### src/rtl/wb_grf.sv
`timescale 1ns/1ps
// ---------------------------------------------------------------------------
// wb_grf -- write-back stage register file with commit log.
//
// Commits MEM/WB results into a 32 x 32-bit general register file. It also
// serves two combinational decode read ports. A read whose address matches
// the register being written in the same cycle returns the write data, so a
// value written now is visible to decode before the clock edge. Register 0
// is hard-wired to zero.
//
// A retire counter counts committed register writes. Each committed write is
// also pushed into a small circular-buffer log FIFO, so that a consumer can
// drain the writes in commit order. When the FIFO is full and nothing is
// popped, a new write is dropped and a sticky overflow flag is raised.
//
// Ports
//   clk           rising-edge clock
//   reset         asynchronous active-high reset, clears all state
//   PCW           PC of the instruction in write-back
//   A3W           destination register (0 = no write)
//   WDW           write-back data
//   A1D, A2D      decode read addresses
//   RD1D, RD2D    decode read data (combinational, with bypass)
//   log_pop       consumer acknowledge of the log head
//   log_valid     log FIFO holds at least one entry
//   log_pc        head entry PC
//   log_addr      head entry destination register
//   log_data      head entry data
//   log_overflow  sticky, set when an entry was dropped
//   retire_cnt    number of committed register writes (wraps)
// ---------------------------------------------------------------------------
module wb_grf #(
    parameter int LOG_AW = 2
) (
    input  logic        clk,
    input  logic        reset,
    input  logic [31:0] PCW,
    input  logic [4:0]  A3W,
    input  logic [31:0] WDW,
    input  logic [4:0]  A1D,
    input  logic [4:0]  A2D,
    output logic [31:0] RD1D,
    output logic [31:0] RD2D,
    input  logic        log_pop,
    output logic        log_valid,
    output logic [31:0] log_pc,
    output logic [4:0]  log_addr,
    output logic [31:0] log_data,
    output logic        log_overflow,
    output logic [31:0] retire_cnt
);

    localparam int                DEPTH    = 1 << LOG_AW;
    localparam logic [LOG_AW-1:0] PTR_ONE  = (LOG_AW)'(1);
    localparam logic [LOG_AW:0]   CNT_ONE  = (LOG_AW+1)'(1);
    localparam logic [LOG_AW:0]   CNT_FULL = (LOG_AW+1)'(DEPTH);

    // Register file
    logic [31:0] grf [32];

    // Log FIFO storage and bookkeeping
    logic [31:0]       log_pc_mem   [DEPTH];
    logic [4:0]        log_addr_mem [DEPTH];
    logic [31:0]       log_data_mem [DEPTH];
    logic [LOG_AW-1:0] wr_ptr;
    logic [LOG_AW-1:0] rd_ptr;
    logic [LOG_AW:0]   cnt;
    logic [LOG_AW:0]   cnt_nxt;
    logic              overflow_q;
    logic [31:0]       retire_q;

    logic we;
    logic fifo_empty;
    logic fifo_full;
    logic do_pop;
    logic do_push;
    logic do_drop;

    // Read-port priority: register 0, then same-cycle bypass, then array.
    function automatic logic [31:0] read_port(
        input logic [4:0]  addr,
        input logic [4:0]  waddr,
        input logic        wen,
        input logic [31:0] wdata,
        input logic [31:0] stored
    );
        if (addr == 5'd0)
            return 32'd0;
        else if (wen && (addr == waddr))
            return wdata;
        else
            return stored;
    endfunction

    assign we = (A3W != 5'd0);

    always_comb begin
        RD1D = read_port(A1D, A3W, we, WDW, grf[A1D]);
        RD2D = read_port(A2D, A3W, we, WDW, grf[A2D]);
    end

    // A pop only counts when something is queued. A push into a full FIFO
    // succeeds only when the head leaves on the same edge. A push into an
    // empty FIFO always succeeds, and the pop is ignored.
    always_comb begin
        fifo_empty = (cnt == '0);
        fifo_full  = (cnt == CNT_FULL);
        do_pop     = log_pop && !fifo_empty;
        do_push    = we && (!fifo_full || do_pop);
        do_drop    = we && fifo_full && !do_pop;
        cnt_nxt    = cnt;
        case ({do_push, do_pop})
            2'b10:   cnt_nxt = cnt + CNT_ONE;
            2'b01:   cnt_nxt = cnt - CNT_ONE;
            default: cnt_nxt = cnt;
        endcase
    end

    // Register file commit; entry 0 is reset and never written.
    always_ff @(posedge clk or posedge reset) begin
        if (reset) begin
            for (int i = 0; i < 32; i++)
                grf[i] <= '0;
        end else if (we) begin
            grf[A3W] <= WDW;
        end
    end

    // Retire counter; wraps naturally at 2^32.
    always_ff @(posedge clk or posedge reset) begin
        if (reset)
            retire_q <= '0;
        else if (we)
            retire_q <= retire_q + 32'd1;
    end

    // Log FIFO. Storage is cleared on reset so the head never reads X.
    always_ff @(posedge clk or posedge reset) begin
        if (reset) begin
            wr_ptr     <= '0;
            rd_ptr     <= '0;
            cnt        <= '0;
            overflow_q <= 1'b0;
            for (int i = 0; i < DEPTH; i++) begin
                log_pc_mem[i]   <= '0;
                log_addr_mem[i] <= '0;
                log_data_mem[i] <= '0;
            end
        end else begin
            if (do_push) begin
                log_pc_mem[wr_ptr]   <= PCW;
                log_addr_mem[wr_ptr] <= A3W;
                log_data_mem[wr_ptr] <= WDW;
                wr_ptr               <= wr_ptr + PTR_ONE;
            end
            if (do_pop)
                rd_ptr <= rd_ptr + PTR_ONE;
            cnt <= cnt_nxt;
            if (do_drop)
                overflow_q <= 1'b1;
        end
    end

    assign log_valid    = !fifo_empty;
    assign log_pc       = log_pc_mem[rd_ptr];
    assign log_addr     = log_addr_mem[rd_ptr];
    assign log_data     = log_data_mem[rd_ptr];
    assign log_overflow = overflow_q;
    assign retire_cnt   = retire_q;

endmodule

### config.mk
export PLATFORM = sky130hd
export DESIGN_NAME = wb_grf
export DESIGN_NICKNAME = d
export VERILOG_FILES = /design/src/rtl/wb_grf.sv
export SDC_FILE = /design/constraint.sdc
export NUM_CORES = 2
export LEC_CHECK = 0
export CORE_AREA = 4 4 397 359
export CTS_CLUSTER_DIAMETER = 120
export DETAILED_ROUTE_END_ITERATION = 12
export DIE_AREA = 0 0 401 363
export PLACE_DENSITY = 0.74
export SKIP_LAST_GASP = 1
export SYNTH_ARGS = -nofsm -noshare
export SYNTH_HDL_FRONTEND = slang
export SYNTH_SLANG_ARGS = --single-unit
### constraint.sdc
create_clock -name clk -period 51.7 [get_ports clk]
set_input_delay 5.17 -clock clk [delete_from_list [all_inputs] [get_ports clk]]
set_output_delay 5.17 -clock clk [all_outputs]
set_load 0.02 [all_outputs]
== After elaboration in Yosys (flattened, before gate mapping) ==
Index checks and enable logic that the tools add are counted.

* Register bits: 1340
* Input bits: 82
* Output and inout port bits: 167
* Logic and storage cells: 118

* Add/subtract/negate cells: 5
* $lt $le $gt $ge: 7
* Equality and inequality tests: 5
* Multiplexer cells: 30
* Bitwise gates (word level): 5
* Reduce and logical (&&, ||, !) cells: 17

{| class="wikitable"
|+ Operators with widths
! operator !! count
|-
| 1024-bit bitwise mux || 1
|-
| 32-bit two-way mux || 14
|-
| 32-bit binary-select mux with 5-bit select || 2
|-
| 128-bit bitwise mux || 2
|-
| 32-bit demux with 5-bit select || 1
|-
| 32-bit binary-select mux with 2-bit select || 2
|-
| 32-bit demux with 2-bit select || 1
|-
| 32-bit by 1-bit adder with 32-bit output, second input constant || 1
|-
| 20-bit bitwise mux || 1
|-
| 6-bit greater-or-equal comparator, second input constant || 3
|-
| 5-bit NOT with 6-bit output || 3
|-
| 5-bit two-way mux || 3
|-
| 5-bit binary-select mux with 2-bit select || 1
|-
| 5-bit demux with 2-bit select || 1
|-
| 5-bit equality test || 2
|-
| 5-bit logical NOT || 2
|-
| 1-bit logical AND || 8
|-
| 3-bit greater-or-equal comparator, second input constant || 2
|-
| 6-bit by 1-bit < comparator with 1-bit output, second input constant || 1
|-
| 2-bit NOT with 3-bit output || 2
|-
| 3-bit one-hot mux with 2 select lines || 1
|-
| 5-bit nonzero test || 1
|-
| 2-bit by 1-bit adder with 2-bit output, second input constant || 2
|-
| 3-bit by 1-bit adder with 3-bit output, second input constant || 1
|-
| 9 further kinds || 11
|}

== Logic depth before layout (Yosys ltp) ==
* Word-level depth: 7
* Mapped depth: 12
* Mapped depth without buffers: 10

== Worst setup path before layout ==
Ideal clock, no wire load.

* Path kind: input -> output
* From: input port A1D[0]
* To: output port RD1D[27]
* Arrival time: 7.239 ns
* Required time: 46.530 ns
* Path slack: 39.291 ns
* Stages on the path: 8
* Buffers on the path: 4
* Cell sequence: buf_4 > buf_6 > buf_6 > buf_6 > xor2_1 > nor3_1 > nand4_1 > o311ai_0

* Word-level cells in the longest chain between the ends: 6

{| class="wikitable"
|+ RTL lines
! what !! RTL line !! source
|-
| start, declared || 40 || <nowiki>input logic [4:0] A1D,</nowiki>
|-
| 5-bit NOT with 6-bit output (implied by the code) || 98 || <nowiki>RD1D = read_port(A1D, A3W, we, WDW, grf[A1D]);</nowiki>
|-
| 32-bit binary-select mux with 5-bit select || 98 ||
|-
| 32-bit two-way mux (implied by the code) (2 in series) || 98 ||
|-
| 32-bit two-way mux || 89 || <nowiki>else if (wen && (addr == waddr))</nowiki>
|-
| 32-bit two-way mux * || 87 || <nowiki>if (addr == 5'd0)</nowiki>
|-
| end, declared || 42 || <nowiki>output logic [31:0] RD1D,</nowiki>
|}

Every way passes the cells marked *; elsewhere a longest branch is shown, timed or not. The select of a mux whose other input is x is not followed.

== Worst setup path in the final report ==
* From: input port A3W[0]
* To: output port RD2D[2]

* Word-level cells in the longest chain between the ends: 4

{| class="wikitable"
|+ RTL lines
! what !! RTL line !! source
|-
| start, declared || 38 || <nowiki>input logic [4:0] A3W,</nowiki>
|-
| 5-bit equality test / 5-bit nonzero test (equally long branches) || 89, 95 ||
|-
| 1-bit logical AND * || 89 ||
|-
| 32-bit two-way mux * || 89 ||
|-
| 32-bit two-way mux * || 87 ||
|-
| end, declared || 43 || <nowiki>output logic [31:0] RD2D,</nowiki>
|}

Every way passes the cells marked *; elsewhere a longest branch is shown, timed or not.

==> results.yml <==
status:
  outcome: "finished, final reports clean"
timing:
  setup_ws_ns: 35.90
  rsz0062_at_grt: "no"
  fin_crit_sh: 0.306
  fmax_mhz: 63.3
  report.final.slew_viol_count: 0
  worst_pin_slew_ns: 1.44
  tns_ns: 0
  hold_viol_final: 0
  layout_min_cycle_time_ns: 15.80
  setup_violations: 0
  finClkSkew_ns: 0.0271
  slew_headroom: 0.0385
clock_tree:
  clock_latency_ns: 0.79
  cts_max_level: 4
  clock-sinks: 1340
  cts.path.max_buffers: 3
  root_buffer: "clkbuf_16"
  cts_tree: "yes"
  clk_pin_slew_ns: 0.05
  hold_buffers: 0
  cts_buffers: 144
  post-cts-setup-buffer-count: 0
  postCtsResizedCells: 0
final_layout:
  fill_cells: 10868
  final_common_cell: "dfrtp_1"
  final_cell_mix: "1,338 x dfrtp_1, 1,247 x mux2_2, 568 x mux4_2"
  stdcell_area_sq_mm: 0.0774
  final_layout_size_suffix_gt1_frac: 0.479
  area_growth_pct: 12.5
  fin_nets: 4629
synthesis:
  synth_cells: 4528
  syn_area_sq_mm: 0.0688
  syn_avg_cell_area_sq_um: 15.2
  synthArstFlopShare: 1.00
  yosysUniqueCellTypes: 59
  synth_edf_count: 0
  ys_seq_elements: 1340
  ys_warn_count: 0
  synth_ff_type: "dfrtp_1"
  syn-num-nets: 4617
  ys_seq_area_frac: 0.487
grt:
  antenna_found_initial: 2
  grt_start_max_net_pins: 105
  grt_pass1_wl_microns: 303000
  gr-usage-all-layers: 0.278
  gr-total-overflow: 0
  grt_pass1_vias: 45080
power_and_ir_drop:
  power_density_mw_per_mm2: 49.4
  p_leak_nw: 32.0
  p_int_mw: 2.67
  p_comb_frac: 0.311
  swShare: 0.301
  power_mw: 3.82
  ir_worst_vdd_mv: 0.0369
  clockPowerShare: 0.283
  power_frac_seq: 0.406
  p_sw_mw: 1.15
worst_setup_path:
  worst-setup-path-type: "primary input to output port"
  setup.worst_path.end_class: "output port"
  worstPathRequired_ns: 46.53
  critical_path_arrival_ns: 10.63
  start_kind: "primary input"
  crit_fanout: 37
  ff2ff_setup_slack_ns: 48.80
placed_design:
  placed_area_sq_mm: 0.0725
  gp_congestion: 0.818
  place_ws_ns: 36.11
  portBuffers: 248
  dp_hpwl_microns: 113000
min_path:
  worstHoldPathType: "flop to flop"
floorplan:
  dieArea_sq_mm: 0.146
  die_w_microns: 401
  start_util: 0.499
  io_pins: 249
  fp.dieH_microns: 363
  core_sq_mm: 0.138
  rows: 129
run:
  cap_violations: 0
routing:
  via_count: 43044
  ant_nets: 0
  drc: 0
  routed_wl_microns: 203000
  via_per_inst: 6.63
  drtIter0Drc: 3961
  drtPass1Iterations: 6
  wl_per_cell_microns: 31.2
==> cell usage after synthesis (13+ instances only) <==
library cell     n  area, sq um
dfrtp_1       1340        33500
xor2_1          14          123
mux2i_1        170         1700
nand2_1         99          372
a221o_1         32          320
nand3_1         28          140
inv_1           13         48.8
a211oi_1        68          510
a22oi_1         44          330
nand2b_1        15         93.8
mux2_2        1247        14000
buf_6           27          304
buf_4           20          150
o21ai_0         51          255
clkbuf_1       296         1110
nor2_1          65          244
nor2b_1         43          269
mux4_2         568        12800
buf_1           66          248
xnor2_1         33          289
buf_2           92          460
a221oi_1        48          420
a21oi_1         48          240
==> stage by stage <==
stage | hold slack [ns] | utilization | cells
2_1_floorplan | 0.441 | - | 4528
3_3_place_gp | 0.377 | 0.526 | 6228
3_5_place_dp | 0.383 | 0.526 | 6228
4_1_cts | 0.396 | 0.561 | 6491
5_1_grt | 0.405 | 0.561 | 6492
6_report | 0.393 | 0.561 | 6494
==> critical path: stages <==
cell	delay [ns]
clkdlybuf4s50_1	1.02
or2_2	0.66
nor2_2	0.35
nor4_4	0.05
buf_4	0.39
nand2b_2	1.02
a211oi_1	1.04
a221o_1	0.26
clkdlybuf4s50_1	0.62
==> cell type report <==
class | instances | area (sq um) | share of cell area
clock inverters | 50 | 656 | 0.00847
clock buffers | 213 | 4280 | 0.0553
well taps | 1834 | 2290 | 0.0296
diodes | 3 | 7.51 | 0.0000970
inverters | 15 | 66.3 | 0.000857
multi-input cells | 2668 | 33100 | 0.428
repair buffers | 371 | 3460 | 0.0447
flip-flops and latches | 1340 | 33500 | 0.433
==> power groups by stage <==
stage	combinational [mW]	clock (mW)	sequential, mW
3_5_place_dp	1.20	0	1.56
2_1_floorplan	0.870	0	1.50
5_1_grt	1.26	1.14	1.59
6_report	1.19	1.08	1.55
4_1_cts	1.20	1.10	1.55
3_3_place_gp	1.17	0	1.54
==> logic make-up after synthesis <==
group | synth area share
compound gates | 0.0342
flops | 0.487
mux | 0.415
fa+ha+maj | 0.00138
xor+xnor | 0.00598
buf+inv | 0.0349
simple gates | 0.0217
==> per-layer routing <==
layer,wire (microns),global-route usage
met5,0,0
met4,7910,0.107
met3,19000,0.0686
met2,95300,0.441
met1,80300,0.375
==> registers in the layout, summed over array words and instances, names as in the netlist <==
signal,flops
log_data_mem,128
wr_ptr,2
log_addr_mem,20
cnt,3
grf,1024
rd_ptr,2
log_pc_mem,128
retire_cnt,32
log_overflow,1
==> worst paths after layout <==
| kind | from | to | cells after the start |
|---|---|---|---|
| max | A3W[0] | RD2D[2] | 9 |
| min | grf[1004] | grf[1004] | 0 |
| max reg2reg | cnt[0] | log_data_mem[35] | 5 |
| min reg2reg | grf[1004] | grf[1004] | 0 |
| max in group asynchronous | reset | grf[974] | 6 |
| min in group asynchronous | reset | log_data_mem[53] | 2 |
Note: power is estimated with default switching activity, not from simulation.
